<file path="src/rtl/bus_arbiter.sv">
// Two-master round-robin arbiter with hold limit, plus ROM/RAM window decode
// and error flagging for the shared instruction ROM and data RAM ports.
//   state | meaning
//   IDLE  | no master owns the bus
//   OWN0  | master 0 (core data bus) granted
//   OWN1  | master 1 (loader/debug) granted
module bus_arbiter #(
    parameter logic [31:0] ROM_BASE  = 32'h0400_0000,
    parameter int          ROM_WORDS = 64,
    parameter logic [31:0] RAM_BASE  = 32'h1001_0000,
    parameter int          RAM_WORDS = 32,
    parameter int          MAX_HOLD  = 8
) (
    input  logic        clk,
    input  logic        rst,
    input  logic        m0_req,
    input  logic        m1_req,
    input  logic [31:0] m0_addr,
    input  logic [31:0] m1_addr,
    input  logic        m0_wren,
    input  logic        m1_wren,
    input  logic [31:0] m0_wrdata,
    input  logic [31:0] m1_wrdata,
    output logic        m0_gnt,
    output logic        m1_gnt,
    output logic [31:0] m0_rddata,
    output logic [31:0] m1_rddata,
    output logic        m0_err,
    output logic        m1_err,
    output logic [31:0] s_rom_addr,
    input  logic [31:0] s_rom_rddata,
    output logic        s_ram_wren,
    output logic [31:0] s_ram_addr,
    output logic [31:0] s_ram_wrdata,
    input  logic [31:0] s_ram_rddata
);

    localparam int          HW        = (MAX_HOLD > 1) ? $clog2(MAX_HOLD) : 1;
    localparam logic [HW-1:0] HOLD_LAST = HW'(MAX_HOLD - 1);
    localparam logic [31:0] ROM_BYTES = 32'(4 * ROM_WORDS);
    localparam logic [31:0] RAM_BYTES = 32'(4 * RAM_WORDS);

    typedef enum logic [1:0] {IDLE, OWN0, OWN1} state_t;

    state_t          r_state, w_state_next;
    logic            r_rr, w_rr_next;
    logic [HW-1:0]   r_hold, w_hold_next;

    always_ff @(posedge clk or negedge rst) begin
        if (!rst) begin
            r_state <= IDLE;
            r_rr    <= 1'b0;
            r_hold  <= '0;
        end else begin
            r_state <= w_state_next;
            r_rr    <= w_rr_next;
            r_hold  <= w_hold_next;
        end
    end

    always_comb begin
        w_state_next = r_state;
        w_rr_next    = r_rr;
        w_hold_next  = r_hold;
        case (r_state)
            IDLE: begin
                if (m0_req && (!m1_req || !r_rr)) w_state_next = OWN0;
                else if (m1_req)                  w_state_next = OWN1;
            end
            OWN0: begin
                if (!m0_req)                            w_state_next = m1_req ? OWN1 : IDLE;
                else if (m1_req && r_hold == HOLD_LAST) w_state_next = OWN1;
            end
            OWN1: begin
                if (!m1_req)                            w_state_next = m0_req ? OWN0 : IDLE;
                else if (m0_req && r_hold == HOLD_LAST) w_state_next = OWN0;
            end
            default: w_state_next = IDLE;
        endcase

        // Entering an ownership state hands priority to the other master.
        if (w_state_next != r_state && w_state_next == OWN0) begin
            w_rr_next   = 1'b1;
            w_hold_next = '0;
        end else if (w_state_next != r_state && w_state_next == OWN1) begin
            w_rr_next   = 1'b0;
            w_hold_next = '0;
        end else if (w_state_next == r_state && r_state != IDLE && r_hold != HOLD_LAST) begin
            w_hold_next = r_hold + 1'b1;
        end
    end

    logic        w_own1;
    logic        w_xfer;
    logic [31:0] w_addr;
    logic        w_wren;
    logic [31:0] w_wrdata;
    logic [31:0] w_rom_off;
    logic [31:0] w_ram_off;
    logic [31:0] w_rom_idx;
    logic [31:0] w_ram_idx;
    logic        w_rom_hit;
    logic        w_ram_hit;
    logic        w_err;
    logic [31:0] w_rddata;

    assign w_own1   = (r_state == OWN1);
    assign w_xfer   = ((r_state == OWN0) && m0_req) || ((r_state == OWN1) && m1_req);
    assign w_addr   = w_own1 ? m1_addr   : m0_addr;
    assign w_wren   = w_own1 ? m1_wren   : m0_wren;
    assign w_wrdata = w_own1 ? m1_wrdata : m0_wrdata;

    // Offsets wrap to large values below the base, so one compare covers both bounds.
    assign w_rom_off = w_addr - ROM_BASE;
    assign w_ram_off = w_addr - RAM_BASE;
    assign w_rom_idx = w_rom_off >> 2;
    assign w_ram_idx = w_ram_off >> 2;
    assign w_rom_hit = (w_rom_off < ROM_BYTES);
    assign w_ram_hit = (w_ram_off < RAM_BYTES);

    assign w_err = w_xfer && ((w_addr[1:0] != 2'b00) || !(w_rom_hit || w_ram_hit)
                              || (w_wren && w_rom_hit));

    always_comb begin
        w_rddata = '0;
        if (w_xfer && !w_err) begin
            if (w_rom_hit)      w_rddata = s_rom_rddata;
            else if (w_ram_hit) w_rddata = s_ram_rddata;
        end
    end

    assign m0_gnt    = (r_state == OWN0);
    assign m1_gnt    = (r_state == OWN1);
    assign m0_rddata = w_own1 ? '0 : w_rddata;
    assign m1_rddata = w_own1 ? w_rddata : '0;
    assign m0_err    = !w_own1 && w_err;
    assign m1_err    = w_own1 && w_err;

    assign s_rom_addr   = (w_xfer && w_rom_hit) ? w_rom_idx : '0;
    assign s_ram_addr   = (w_xfer && w_ram_hit) ? w_ram_idx : '0;
    assign s_ram_wrdata = (w_xfer && w_ram_hit) ? w_wrdata  : '0;
    assign s_ram_wren   = w_xfer && w_ram_hit && w_wren && !w_err;

endmodule

</file>
<file path="config.mk">
export PLATFORM = sky130hd
export DESIGN_NAME = bus_arbiter
export DESIGN_NICKNAME = d
export VERILOG_FILES = /design/src/rtl/bus_arbiter.sv
export SDC_FILE = /design/constraint.sdc
export NUM_CORES = 1
export LEC_CHECK = 0
export CORE_AREA = 2 2 141 143
export CTS_CLUSTER_SIZE = 25
export DETAILED_ROUTE_END_ITERATION = 8
export DIE_AREA = 0 0 143 145
export DONT_BUFFER_PORTS = 1
export SYNTH_ARGS = -nofsm -noshare
export SYNTH_HDL_FRONTEND = slang
export SYNTH_SLANG_ARGS = --single-unit
</file>
<file path="constraint.sdc">
create_clock -name clk -period 6.2 [get_ports clk]
set_input_delay 1.55 -clock clk [delete_from_list [all_inputs] [get_ports clk]]
set_output_delay 1.55 -clock clk [all_outputs]
set_load 0.005 [all_outputs]
</file>
==> summary.txt, run 1 <==
GRT
  • First-pass GRT wire length: between 20000 and 25000 µm
  • Initial antenna violation count: 1
  • Grt met2 use: 0.227
  • Met3 usage: 0.0472
  • GR Util All Layers: 0.131
  • Congestion Overflow GR: 0
  • GR Util met1: 0.157
  • Most used routing layer: met2
  • Number of global-route vias before repair: around 3500
  • Largest net degree at the start of global routing: 52

Synthesis
  • Average cell area after synthesis: between 6 and 7 µm²
  • Synth top area share: 0.117
  • Largest cells by area after synthesis: nor3_1 12%, nand2_1 9.7%, mux2i_1 9.2%, a41oi_1 8.9%, nor3b_1 7.6%
  • Prevailing post-synth register cell: dfrtp_1
  • Most frequent cells after synthesis: 82 x nand2_1, 74 x nor3_1, 52 x nor2_1
  • Post-synth ARST share: 1.00
  • Netlist cell types: between 50 and 60
  • Sequential fraction of the synthesis area: 0.0474
  • Mapped Cells: 509
  • Post-Syn Area: about 0.0032 mm²
  • Flops & latches, synth: 6
  • EDFF count, synth: 0
  • Synth area leader: nor3_1
  • Most common cell in the netlist: nand2_1
  • Ys Warns: 0

Routing
  • Antenna Nets Post-Route: 0
  • DR DRC count: 0
  • Routed len/inst: around 19 µm
  • Avg Vias per Cell: ~5.2
  • 1st-pass router iterations: 6
  • WL final: around 15000 µm
  • Total number of vias: between 4000 and 5000
  • Detailed Route Iter0 Violations: about 500

Floorplanning
  • Placeable Area: just under 0.02 mm²
  • Die width: about 140 µm
  • Die height: ~150 µm
  • Row cnt: 51
  • Die ar.: approximately 0.021 mm²
  • Io pins: about 360
  • Effective utilization at floorplan: 0.165

Timing
  • Slew HR: 0.424
  • Worst slew pin tran: ~860 ps
  • Final Cycle Share: 0.966
  • RSZ-0062 raised after global routing: no
  • Sum Neg Setup Slack: 0 ps
  • Worst clock skew: 1.04 ps
  • Fin crit period: between 5000 and 6000 ps
  • Final Setup Violations: 0
  • Fmax achieved: 167 MHz
  • Final hold vios: 0
  • Max-slew violation count: 0

Clock tree
  • CTS Buffer Depth: 2
  • Postcts setup bufs: 0
  • Num CTS Buffers: 3
  • H-Tree Depth: 1
  • Worst-path clk slew: ~30 ps
  • Sink Count: 6
  • Worst-Skew Late Latency: between 200 and 250 ps
  • Hold_buf cts: 0
  • CTS tree: built
  • PostCTS Resize Cnt: 0
  • Root Driver: clkbuf_16

Placed design
  • Routability cong.: roughly 0.94
  • Dpl cell area: roughly 0.0037 mm²
  • HPWL Detailed: approximately 12000 µm
  • Placed cells: 779
  • PortBufs: 0

Cells and area
  • Nets: around 720
  • Area grow syn2layout: 18.9%
  • Final Non-Filler Cells: about 780
  • Final Cell Area: roughly 0.0038 mm²
  • Fraction of layout cells with a size suffix above 1: 0.157

Critical path
  • Worst Path Arrival: approximately 4400 ps
  • Max Fanout on Critical Path: 25
  • Critical path type: in2out
  • Crit start category: input port
  • CP endpoint kind: primary output
  • Worst EP required: about 4700 ps

Power and ir drop
  • Logic pwr share: 0.602
  • Tot Pwr: between 300 and 400 µW
  • P_int: about 210 µW
  • NetSw: between 150 and 200 µW
  • Sw frac: 0.472
  • Pwr per Cell Area: 105 mW/mm²
  • Clk pwr share: 0.265
  • Pleak: around 0.0013 µW
  • Worst-case vdd ir drop: 0.146 mV
  • Sequential share of power: 0.133

Run
  • Max-Cap Viols: 0

Outcome
  • Status: finished clean

Worst hold path
  • Worst hold path class: reg2reg
power groups by stage:
stage / combinational [µW] / sequential, µW / clock (µW)
2_1_floorplan: 192 / 50.1 / 0
3_3_place_gp: 232 / 53.2 / 0
5_1_grt: 265 / 54.2 / 110
6_report: 239 / 52.9 / 105
3_5_place_dp: 237 / 53.8 / 0
4_1_cts: 238 / 53.2 / 107
path summary, 6_finish.rpt:
| kind | startpoint | to | slack [ps] | cells after the start |
|---|---|---|---|---|
| min in group asynchronous | rst | r_hold[0] | 1020 | 0 |
| worst max-delay path | m1_addr[24] | m1_rddata[17] | 210 | 9 |
| worst max register to register | r_state[1] | r_hold[2] | 4100 | 7 |
| worst min-delay path | r_hold[1] | r_hold[1] | 530 | 2 |
| max in group asynchronous | rst | r_hold[2] | 5120 | 0 |
| worst min register to register | r_hold[1] | r_hold[1] | 530 | 2 |
kinds of logic after synthesis:
logic type	after synthesis	synth area share
flip-flops	6	0.0474
multiplexers	31	0.0988
AO/OA/AOI/OAI	101	0.246
buffers and inverters	81	0.133
XOR/XNOR	4	0.0111
other	1	0.00118
AND/OR/NAND/NOR	278	0.434
adder cells (fa/ha/maj)	7	0.0277
critical path, cell delays in order:
cell,delay (ps)
or4b_2,630
o31ai_1,100
nand4b_1,200
or4_1,570
a41oi_4,260
buf_4,340
a41oi_1,200
nor3_1,380
buf_4,200
cell usage in the layout, fill, tap and decap left out, types with 2 or more instances in the layout:
cell / Yosys / final
clkbuf_16: 0 / 3
nand2_1: 82 / 82
a31oi_1: 2 / 2
dfrtp_1: 6 / 6
o31ai_1: 3 / 3
nor2_1: 52 / 52
inv_1: 6 / 6
conb_1: 1 / 23
a21oi_2: 10 / 10
or3_1: 5 / 5
mux2_2: 2 / 2
a21oi_1: 31 / 31
o211ai_1: 2 / 2
xnor2_1: 3 / 3
nor4_1: 4 / 4
buf_4: 25 / 54
ha_1: 7 / 7
buf_12: 0 / 3
o21ai_0: 4 / 4
nor2b_1: 4 / 4
o21a_1: 2 / 2
nand4b_1: 3 / 3
nor3b_1: 32 / 32
and3_1: 2 / 2
nand2b_1: 7 / 6
mux2i_1: 29 / 29
a31oi_4: 0 / 2
a41oi_1: 32 / 32
nand3_1: 5 / 5
nor3_1: 74 / 74
final cells by class:
cell class | instances | area [µm²]
fillers | 2160 | 15400
diodes | 1 | 2.50
well taps | 265 | 332
inverters | 7 | 26.3
clock buffers | 3 | 75.1
repair buffers | 57 | 465
multi-input cells | 444 | 2710
flip-flops and latches | 6 | 150
flip-flops by register name, indices dropped and copies added (netlist names):
register / count
r_hold: 3
r_rr: 1
r_state: 2
metal layers:
layer / up-vias / wire, µm
li1: 1827 / -
met1: 1906 / 5690
met2: 337 / 7300
met3: 39 / 1950
met4: 0 / 280
met5: - / 0
through the flow:
step	hold slack, ps	worst slack [ps]	util
after global placement	517	360	0.192
after floorplan	490	726	-
after CTS	540	299	0.196
final	529	212	0.196
after global routing	582	54.1	0.196
after detailed placement	533	311	0.192
Note: power is estimated with default switching activity, not from simulation.
==> run 2: changes to the inputs <==
SLEW_MARGIN = 20   (was not set)
==> results of run 2 <==
Same layout as run 1: the final DEF is identical, and so are final timing and power.
==> run 3: changes to the inputs <==
HOLD_SLACK_MARGIN = 0.05   (was not set)
==> results of run 3 <==
Same layout as run 1: the final DEF is identical, and so are final timing and power.
